===== src/rtl/j2_mem_arbiter.sv =====
// j2_mem_arbiter: shares one single-port data memory between the core and a host,
// with fixed core priority, host starvation relief and a host burst lock.
module j2_mem_arbiter #(
  parameter int WIDTH = 16,
  parameter int STARVE_LIMIT = 4
) (
  input  logic             clock,
  input  logic             active_low_reset,
  input  logic             core_req,
  input  logic             core_we,
  input  logic [15:0]      core_addr,
  input  logic [WIDTH-1:0] core_wdata,
  output logic             core_gnt,
  output logic             core_rvalid,
  output logic [WIDTH-1:0] core_rdata,
  output logic             core_stall,
  input  logic             host_req,
  input  logic             host_we,
  input  logic             host_lock,
  input  logic [15:0]      host_addr,
  input  logic [WIDTH-1:0] host_wdata,
  output logic             host_gnt,
  output logic             host_rvalid,
  output logic [WIDTH-1:0] host_rdata,
  output logic [15:0]      mem_addr,
  output logic             mem_we,
  output logic [WIDTH-1:0] mem_wdata,
  input  logic [WIDTH-1:0] mem_rdata
);
  localparam int CW = $clog2(STARVE_LIMIT + 1);
  typedef enum logic {ARB, LOCK} state_t;
  state_t state, state_nx;
  logic [CW-1:0] cnt;
  logic locked, starved;
  logic [15:0] addr_q;
  logic [WIDTH-1:0] wdata_q, core_hold, host_hold;
  // A LOCK cycle with host_lock low already arbitrates as ARB.
  always_comb begin
    locked = state == LOCK && host_lock;
    starved = host_req && cnt == CW'(STARVE_LIMIT);
    host_gnt = active_low_reset && host_req && (locked || starved || !core_req);
    core_gnt = active_low_reset && core_req && !locked && !host_gnt;
    state_nx = (locked || (host_gnt && host_lock)) ? LOCK : ARB;
    core_stall = core_req && !core_gnt;
    mem_we = (core_gnt && core_we) || (host_gnt && host_we);
    mem_addr = core_gnt ? core_addr : host_gnt ? host_addr : addr_q;
    mem_wdata = core_gnt ? core_wdata : host_gnt ? host_wdata : wdata_q;
    core_rdata = core_rvalid ? mem_rdata : core_hold;
    host_rdata = host_rvalid ? mem_rdata : host_hold;
  end
  always_ff @(posedge clock or negedge active_low_reset) begin
    if (!active_low_reset) begin
      state <= ARB;
      cnt <= '0;
      addr_q <= '0;
      wdata_q <= '0;
      core_rvalid <= 1'b0;
      host_rvalid <= 1'b0;
      core_hold <= '0;
      host_hold <= '0;
    end else begin
      state <= state_nx;
      cnt <= (host_req && !host_gnt) ? (cnt == CW'(STARVE_LIMIT) ? cnt : CW'(cnt + 1'b1)) : '0;
      addr_q <= mem_addr;
      wdata_q <= mem_wdata;
      core_rvalid <= core_gnt && !core_we;
      host_rvalid <= host_gnt && !host_we;
      core_hold <= core_rdata;
      host_hold <= host_rdata;
    end
  end
endmodule

===== config.mk =====
export PLATFORM = sky130hd
export DESIGN_NAME = j2_mem_arbiter
export DESIGN_NICKNAME = d
export VERILOG_FILES = /design/src/rtl/j2_mem_arbiter.sv
export SDC_FILE = /design/constraint.sdc
export NUM_CORES = 1
export LEC_CHECK = 0
export BUFFER_PORTS_ARGS = -buffer_cell sky130_fd_sc_hd__buf_2
export CORE_ASPECT_RATIO = 0.75
export CORE_UTILIZATION = 48
export DETAILED_ROUTE_END_ITERATION = 7
export PLACE_DENSITY = 0.9
export SLEW_MARGIN = 40
export SYNTH_ARGS = -nofsm -noshare
export SYNTH_HDL_FRONTEND = slang
export SYNTH_SLANG_ARGS = --single-unit

===== constraint.sdc =====
create_clock -name clock -period 2.03 [get_ports clock]
set_clock_uncertainty 0.05 [all_clocks]
set_input_delay 0.1015 -clock clock [delete_from_list [all_inputs] [get_ports clock]]
set_output_delay 0.1015 -clock clock [all_outputs]
set_load 0.02 [all_outputs]

# After elaboration in Yosys (flattened, before gate mapping)
# Index checks and enable logic that the tools add are counted.
[word_totals] inputBits=87 register_bits=70 out_inout_bits=70
[op_classes] reduce_logical=24 muxes=9 addsub=1 n_eq_ne=2
[ops] cell="16-bit two-way mux" count=6
[ops] cell="1-bit logical AND" count=14
[ops] cell="1-bit zero test" count=6
[ops] cell="3-bit two-way mux" count=2
[ops] cell="1-bit logical OR" count=4
[ops] cell="3-bit by 1-bit adder with 3-bit output, second input constant" count=1
[ops] cell="3-bit == test, second input constant" count=1
[ops] cell="2-bit inequality test, second input constant" count=1
[ops] cell="1-bit two-way mux" count=1

# Longest topological paths before layout
# Gate-level depths: netlist of the first run.
[logic_depth] ltp_word=9 mapped_depth=7

# Least setup slack after synthesis of the first run
# Ideal clock, no wire load.
[synth_path] path_type="reg-to-reg" start="register cnt[0]" end="register addr_q[0]" path_slack_ns=0.255 path_buffers=1 required_ns=1.805 path_stages_with_launch=7 arrival_time_ns=1.550 cell_sequence="dfrtp_1 inv_1 ha_1 nand2_2 clkbuf_1 a211oi_1 a31oi_1"
[synth_between] elab_chain_len=8 word_cells_on_any_way=9 classes_between="1 x eq/ne; 2 x mux; 6 x reduce/logical"
[synth_rtl] element="from (decl)" line_no="33" rtl="logic [CW-1:0] cnt;"
[synth_rtl] element="from (signal assigned)" line_no="63" rtl="cnt <= (host_req && !host_gnt) ? (cnt == CW'(STARVE_LIMIT) ? cnt : CW'(cnt + 1'b1)) : '0;"
[synth_rtl] element="3-bit == test *" line_no="40" rtl="starved = host_req && cnt == CW'(STARVE_LIMIT);"
[synth_rtl] element="1-bit logical AND *" line_no="40"
[synth_rtl] element="1-bit logical OR * (2 in a row)" line_no="41" rtl="host_gnt = active_low_reset && host_req && (locked || starved || !core_req);"
[synth_rtl] element="1-bit logical AND *" line_no="41"
[synth_rtl] element="1-bit zero test" line_no="42" rtl="core_gnt = active_low_reset && core_req && !locked && !host_gnt;"
[synth_rtl] element="1-bit logical AND" line_no="42"
[synth_rtl] element="16-bit two-way mux *" line_no="46" rtl="mem_addr = core_gnt ? core_addr : host_gnt ? host_addr : addr_q;"
[synth_rtl] element="named net mem_addr[0]" line_no="25" rtl="output logic [15:0] mem_addr,"
[synth_rtl] element="to (signal assigned)" line_no="64" rtl="addr_q <= mem_addr;"
[synth_rtl] element="to (decl)" line_no="35" rtl="logic [15:0] addr_q;"
# Mark *: on every way through the listed nets, which the timed path passes. The rest lies on a longest branch.
# A chain may end at the register's enable or synchronous reset.

# Worst setup path in the final report of the first run
[layout_path] start="register state" end="output mem_addr[14]"
[layout_between] elab_chain_len=7 word_cells_on_any_way=10 classes_between="2 x mux; 8 x reduce/logical"
[layout_rtl] element="from (decl)" line_no="32" rtl="state_t state, state_nx;"
[layout_rtl] element="from (signal assigned)" line_no="62" rtl="state <= state_nx;"
[layout_rtl] element="1-bit logical AND *" line_no="39" rtl="locked = state == LOCK && host_lock;"
[layout_rtl] element="1-bit logical OR (2 in a row)" line_no="41"
[layout_rtl] element="1-bit logical AND" line_no="41"
[layout_rtl] element="1-bit zero test" line_no="42"
[layout_rtl] element="1-bit logical AND" line_no="42"
[layout_rtl] element="16-bit two-way mux *" line_no="46"
[layout_rtl] element="to (decl)" line_no="25"
# Every way passes the cells marked *; elsewhere a longest branch is shown, timed or not.

==> results.cfg, run 1 <==
[sta]
period_needed_ns = 2.09
layout_setup_ws_ns = -0.0606
slew_headroom_pct = 61.8
report.final.hold_viol_count = 0
setup_violations = 5
min_period_over_period_pct = 103
whs_ns = 0.0159
final_max_slew_viol_count = 0
rsz0062_at_grt = yes
finalSetupTns_ns = -0.0882
worst_pin_slew_ns = 0.571
max_freq_mhz = 478

[logic_synthesis]
synth_seq_cells = 70
synth_compound_gate_area_share_pct = 23.7
synthArstFlopShare_pct = 100
muxShareOfSynthArea_pct = 10.2
synth_edf_count = 0
synth-seq-area-share_pct = 48.4
ys.flop_type = dfrtp_1
synth_warnings = 0
syn_area_per_cell_um2 = 12.5
syn_nets = 379
synth_xor_area_share_pct = 0.242
syn_inst = 290
yosys.area_share.simple_pct = 10.5
ys_types = 33
synth-adder-area-share_pct = 0.692
synth_top_family_by_area = compound AO/OA/AOI/OAI gates
netlist_area_um2 = 3620

[run]
cap_viol_max_count = 0

[min_path]
holdPathEnd = addr_q[7]
holdCritPathClass = input port to register
min_path_cells = 3
hold_start = host_addr[7]

[routing]
routed_wirelength_mm = 12.9
vias = 3507
ant_nets = 0
wl_met2_mm = 6.55
drt-met1-wl_mm = 4.93
dr.max_layer_used = met4
vias_per_cell = 5.75
first_pass_iters = 4
drtIter0Drc = 161
wl_per_cell_um = 21.2
met3_length_um = 997
drc_errors = 0

[die]
pin_count = 157
die_w_um = 102
dieArea_um2 = 7890
die_h_um = 77.2
coreArea_um2 = 7330
rows = 27
start_util_pct = 49.3

[place]
gp_congestion = 0.847
portBuffers = 156
place_hpwl_mm = 6.39

[layout]
layout.nets = 592
area_growth_pct = 69.8
finish.utilization_pct = 83.8
drive_gt1_share_pct = 66.7
nFillCells = 380

[clocking]
tritoncts = built
cts_max_level = 3
clkTransAtPathRegs_ns = 0.08
root_buffer = clkbuf_8
clockBufferDepth = 2
clock_latency_ns = 0.35
cts_num_sinks = 70
cts_buffers = 9

[worst_setup_path]
start_kind = register
cp_slowest_cell = dfrtp_2
rr_startpoint = state
critPathArrivalTime_ns = 1.94
rrSetupSlack_ns = -0.01
critPathKind = register to output pin
path_max_fanout = 27
max_stage_delay_ns = 0.45
required_ns = 1.88
r2r_cells = 6
setup.worst_path.end_class = output pin
rr_endpoint = state
path_cells = a21bo_4, buf_12, o21ai_0, a31oi_4, buf_6

[global_routing]
grt_pass1_wl_mm = 18.1
grt_start_max_net_pins = 45
grt_pass1_vias = 3613
grt_use_total_pct = 30.4
overflow = 0
antenna_found_initial = 1

[power]
p_per_area_nw_per_um2 = 806
peakVddDrop_uv = 426
power.total_mw = 4.95
p_leak_nw = 2.57

[outcome]
run_status = finished with violations
failed_checks = setup timing
==> layer usage <==
metal | vias to the layer above | track usage, %
met5 | - | 0
met4 | 0 | 14.4
met2 | 198 | 51.7
met3 | 42 | 7.57
met1 | 1747 | 35.5
li1 | 1520 | -
==> Yosys cell counts, types with 3 or more instances <==
library cell / count / area share, %
dfrtp_1: 70 / 48
clkbuf_1: 9 / 0.93
o21ai_0: 32 / 4.4
buf_2: 13 / 1.8
mux2_2: 32 / 10
a211oi_1: 32 / 6.6
buf_6: 4 / 1.2
nor3b_1: 3 / 0.62
nand3_2: 29 / 8.0
inv_1: 3 / 0.31
a31oi_2: 29 / 10
buf_8: 3 / 1.2
nand3_1: 3 / 0.42
a31oi_1: 3 / 0.52
==> cells in the final DEF (no fill, tap or decap), types with 3 or more instances in the layout <==
cell,n
o21ai_1,15
buf_6,31
nand3_1,3
dfrtp_1,69
mux2_2,32
buf_12,8
nand3_2,27
clkinv_4,3
clkbuf_8,9
nor3b_1,3
inv_2,4
buf_2,122
a211oi_2,32
buf_4,19
a31oi_4,31
o21ai_0,18
dlygate4sd3_1,46
==> critical path, delay by kind of cell (launching register included) <==
kind / cells / cell delay (ns)
AOI/OAI and AO/OA: 3 / 0.82
DFF: 1 / 0.45
buffers and inverters: 2 / 0.32
==> through the flow <==
stage	instance area, µm²	cells	worst slack [ns]
detailed placement	4450	528	0.173
CTS	5760	600	-0.00873
global placement	4450	528	0.248
global route	6140	610	-0.139
finish	6140	610	-0.0606
floorplan	3620	290	0.255
==> where the power goes <==
part           switching, mW  total, mW  internal [mW]
sequential            0.0803       1.73           1.65
clock                  0.585       1.30          0.711
combinational           1.04       1.92          0.881
==> repair_timing <==
item	in CTS	in global routing
pin swaps	1	7
buffers inserted	5	7
gates resized for setup	100	65
cloned	2	2
hold buffers	49	0
hold endpoints to repair	124	0
setup endpoints to repair	36	37
==> final cells by class <==
type / count / area (µm²) / share of cell area, %
Multi-Input combinational cell: 184 / 2140 / 34.9
Timing Repair Buffer: 233 / 1870 / 30.4
Sequential cell: 70 / 1750 / 28.5
Tap cell: 101 / 126 / 2.06
Clock buffer: 9 / 124 / 2.02
Clock inverter: 7 / 106 / 1.73
Inverter: 5 / 18.8 / 0.306
Antenna cell: 1 / 2.50 / 0.0407
==> how the worst max path moves through the flow <==
stage	start	end	slack [ns]	cells past startpoint
final	state	mem_addr[14]	-0.06	5
after global routing	state	mem_addr[14]	-0.14	5
after CTS	state	mem_addr[0]	-0.009	5
after detailed placement	cnt[0]	mem_wdata[5]	0.17	7
after global placement	cnt[0]	mem_wdata[6]	0.25	7
after floorplan	cnt[0]	addr_q[0]	0.25	6
==> flip-flops by register name, indices dropped and copies added (netlist names) <==
signal,cells
addr_q,16
cnt,3
core_hold,16
core_rvalid,1
host_hold,16
host_rvalid,1
state,1
wdata_q,16
==> cells by family after synthesis <==
logic type | count (synthesis)
compound gates | 105
flops | 70
simple gates | 43
buf+inv | 36
mux | 33
fa+ha+maj | 2
xor+xnor | 1
Note: power is estimated with default switching activity, not from simulation.
==> run 2: changes to the inputs <==
--- a/config.mk
+++ b/config.mk
@@ -10,6 +10,7 @@
 export CORE_UTILIZATION = 48
 export DETAILED_ROUTE_END_ITERATION = 7
 export PLACE_DENSITY = 0.9
+export RECOVER_POWER = 50
 export SLEW_MARGIN = 40
 export SYNTH_ARGS = -nofsm -noshare
 export SYNTH_HDL_FRONTEND = slang
==> results.cfg, run 2 (same netlist as run 1, synthesis figures left out) <==
[power]
p_leak_nw = 2.57
p_per_area_nw_per_um2 = 807
power.total_mw = 4.95
peakVddDrop_uv = 426

[worst_setup_path]
path_max_fanout = 27
critPathArrivalTime_ns = 1.94
setup.worst_path.end_class = output pin
r2r_cells = 6
start_kind = register
required_ns = 1.88
critPathKind = register to output pin

[clocking]
clockBufferDepth = 2
clkTransAtPathRegs_ns = 0.08
cts_buffers = 9
clock_latency_ns = 0.35
root_buffer = clkbuf_8
cts_num_sinks = 70
tritoncts = built
cts_max_level = 3

[sta]
period_needed_ns = 2.09
layout_setup_ws_ns = -0.0603
max_freq_mhz = 478
report.final.hold_viol_count = 0
final_max_slew_viol_count = 0
slew_headroom_pct = 24.3
rsz0062_at_grt = yes
worst_pin_slew_ns = 1.13
finalSetupTns_ns = -0.0878
setup_violations = 5
min_period_over_period_pct = 103

[global_routing]
antenna_found_initial = 1
overflow = 0
grt_pass1_vias = 3613
grt_use_total_pct = 30.4
grt_pass1_wl_mm = 18.1
grt_start_max_net_pins = 45

[layout]
final_cell_mix = buf_2 (122), dfrtp_1 (69), dlygate4sd3_1 (46)
nFillCells = 382
layout.nets = 592
drive_gt1_share_pct = 66.5
final_common_cell = buf_2
area_growth_pct = 69.6
fin_area_um2 = 6130

[run]
cap_viol_max_count = 0

[routing]
wl_per_cell_um = 21.2
vias = 3507
drtIter0Drc = 161
first_pass_iters = 4
drc_errors = 0
routed_wirelength_mm = 12.9
vias_per_cell = 5.75
ant_nets = 0

[outcome]
run_status = finished with violations
failed_checks = setup timing

[place]
portBuffers = 156
placed_area_um2 = 4450
place_hpwl_mm = 6.39
gp_congestion = 0.847

[die]
die_w_um = 102
start_util_pct = 49.3
rows = 27
dieArea_um2 = 7890
pin_count = 157
coreArea_um2 = 7330
die_h_um = 77.2

[min_path]
min_path_cells = 3
holdCritPathClass = input port to register
[run 2: cell count changes in the layout (fill, tap and decap cells not counted), sizes merged]
cell / before / now
dlymetal6s2s: 0 / 1
buf: 183 / 182
[run 2: per-layer routing]
metal,wire length (µm),global-route usage (%),up-vias
li1,-,-,1520
met1,4930,35.5,1747
met2,6550,51.7,198
met3,997,7.57,42
met4,448,14.4,0
met5,0,0,-
[run 2: power breakdown]
| group | internal [mW] | leakage (nW) | switching, mW |
|---|---|---|---|
| registers | 1.65 | 0.837 | 0.0803 |
| clock network | 0.711 | 0.116 | 0.585 |
| logic | 0.879 | 1.62 | 1.04 |
[run 2: timing repair]
action	CTS	global route
pin swaps	1	7
buffers inserted	5	7
endpoints found under the setup margin	36	37
gates cloned	2	2
endpoints found under the hold margin	124	0
gates resized for setup	100	65
hold buffers	49	0
[run 2: path summary, 6_finish.rpt]
kind | startpoint | end | slack (ns)
setup / recovery | state | mem_addr[14] | -0.06
hold / removal | host_addr[7] | addr_q[7] | 0.02
setup reg to reg | state | state | -0.01
hold reg to reg | host_hold[11] | host_hold[11] | 0.45
max in group asynchronous | active_low_reset | state | 0.31
min in group asynchronous | active_low_reset | addr_q[11] | 0.41
[run 2: area by class of cell]
cell class	instances	area, µm²	area share (%)
Clock buffer	9	124	2.02
Antenna cell	1	2.50	0.0408
Inverter	5	18.8	0.306
Tap cell	101	126	2.06
Sequential cell	70	1750	28.6
Clock inverter	7	106	1.73
Multi-Input combinational cell	184	2140	34.9
Timing Repair Buffer	233	1860	30.3
[run 2: worst max-delay path, stage by stage (launching register included)]
cell and delay (ns):
dfrtp_2 0.45, a21bo_4 0.26, buf_12 0.16, o21ai_0 0.41
a31oi_4 0.15, buf_6 0.16
[run 2: stage by stage]
step	hold WS [ns]	util, %	cells	worst slack (ns)
final	0.0159	83.7	610	-0.0603
after global routing	0.00872	83.7	610	-0.139
after CTS	0.000747	78.6	600	-0.00873
after detailed placement	0.156	60.7	528	0.173
after global placement	0.148	60.7	528	0.248
after floorplan	-0.244	-	290	0.255
==> run 3: changes to the inputs <==
--- a/config.mk
+++ b/config.mk
@@ -7,9 +7,9 @@
 export LEC_CHECK = 0
 export BUFFER_PORTS_ARGS = -buffer_cell sky130_fd_sc_hd__buf_2
 export CORE_ASPECT_RATIO = 0.75
-export CORE_UTILIZATION = 48
+export CORE_UTILIZATION = 40
 export DETAILED_ROUTE_END_ITERATION = 7
-export PLACE_DENSITY = 0.9
+export PLACE_DENSITY = 0.78
 export RECOVER_POWER = 50
 export SLEW_MARGIN = 40
 export SYNTH_ARGS = -nofsm -noshare
==> results.cfg, run 3 (same netlist as run 1, synthesis figures left out) <==
[worst_setup_path]
rrSetupSlack_ns = 0.48
required_ns = 1.88
critPathArrivalTime_ns = 1.87
start_kind = register
critPathKind = register to output pin
path_max_fanout = 18
setup.worst_path.end_class = output pin

[layout]
area_growth_pct = 50.6
layout.nets = 554
drive_gt1_share_pct = 65.7
final_cell_mix = buf_2 (128), dfrtp_1 (70), buf_4 (35)
final_common_cell = buf_2
seqCellArea_um2 = 1750
nFillCells = 649
multi_input_area_um2 = 1900

[global_routing]
overflow = 0
antenna_found_initial = 1
grt_pass1_vias = 3358
grt_start_max_net_pins = 41
grt_pass1_wl_mm = 16.7
grt_use_total_pct = 22.8

[sta]
max_freq_mhz = 495
slew_headroom_pct = 63.3
worst_pin_slew_ns = 0.550
finalSetupTns_ns = 0
whs_ns = 0.0220
min_period_over_period_pct = 99.5
final_max_slew_viol_count = 0
setup_violations = 0
rsz0062_at_grt = yes
report.final.hold_viol_count = 0
period_needed_ns = 2.02

[power]
peakVddDrop_uv = 626
p_per_area_nw_per_um2 = 940
power.total_mw = 5.12
p_leak_nw = 2.31

[die]
pin_count = 157
dieArea_um2 = 9430
coreArea_um2 = 8600
rows = 29
die_h_um = 84.3
die_w_um = 112
start_util_pct = 42.0

[routing]
routed_wirelength_mm = 10.8
wl_met2_mm = 5.25
drtIter0Drc = 170
vias = 3194
ant_nets = 0
wl_per_cell_um = 18.7
drc_errors = 9
vias_per_cell = 5.52
drt-met1-wl_mm = 4.60
first_pass_iters = 6
met3_length_um = 807
dr.max_layer_used = met4

[clocking]
cts_buffers = 9
cts_max_level = 3
cts_num_sinks = 70
clkTransAtPathRegs_ns = 0.06
clock_latency_ns = 0.33
clockBufferDepth = 2
root_buffer = clkbuf_16
tritoncts = built

[outcome]
failed_checks = DRC
run_status = finished with violations

[run]
cap_viol_max_count = 0

[min_path]
holdCritPathClass = input port to register

[place]
place_hpwl_mm = 6.57
gp_congestion = 0.743
portBuffers = 156
==> run 3: cell count changes in the layout (fill, tap and decap cells not counted), sizes merged <==
cell / change
dlygate4sd3: -26
dlymetal6s4s: -2
bufinv: +1
clkinvlp: +1
buf: -8
clkinv: -3
inv: -1
dlymetal6s2s: -1
clkbuf: +1
==> run 3: final timing paths <==
kind,from,endpoint,cells after the start
hold reg to reg,core_hold[1],core_hold[1],1
min in group asynchronous,active_low_reset,host_hold[4],3
hold / removal,host_wdata[0],wdata_q[0],3
setup / recovery,cnt[0],mem_addr[6],7
setup reg to reg,cnt[0],addr_q[6],6
max in group asynchronous,active_low_reset,cnt[1],2
==> run 3: critical path: stages (launching register included) <==
cell,delay [ns]
dfrtp_1,0.39
inv_2,0.09
ha_4,0.14
nand2_2,0.08
buf_6,0.19
a211oi_1,0.41
a31oi_4,0.05
buf_4,0.17
==> run 3: timing repair <==
action                                  4_1_cts  5_1_grt
endpoints found under the hold margin        77        0
resized for setup                            14       71
hold buffers                                 21        0
setup buffers                                 2        2
pin swaps                                     1        2
endpoints found under the setup margin       34       35
cloned                                        0        1
==> run 3: layout make-up <==
cell class	count	share of cell area (%)
multi-input combinational	184	34.8
sequential	70	32.2
timing repair buffer	195	23.9
clock buffer	11	4.27
tap	108	2.48
clock inverter	5	1.95
inverter	5	0.391
antenna	1	0.0460
==> run 3: power by group <==
part / switching (mW) / total (mW) / internal, mW / leakage (nW)
logic: 0.922 / 1.59 / 0.673 / 1.31
registers: 0.0681 / 1.72 / 1.66 / 0.839
clock network: 0.594 / 1.80 / 1.20 / 0.160
total: 1.58 / 5.12 / 3.53 / 2.31
==> run 3: routing by layer <==
layer,vias up,GRT usage [%]
met1,1599,27.6
met3,14,8.16
li1,1451,-
met4,0,7.25
met5,-,0
met2,130,38.2
==> run 3: metrics by stage <==
step | utilization [%] | instances | cell area (µm²) | worst slack [ns]
final | 63.3 | 579 | 5450 | 0.0103
after global routing | 63.3 | 579 | 5450 | -0.0735
after CTS | 59.2 | 575 | 5090 | 0.00261
after detailed placement | 51.8 | 536 | 4450 | 0.207
after global placement | 51.8 | 536 | 4450 | 0.256
after floorplan | - | 290 | 3620 | 0.255
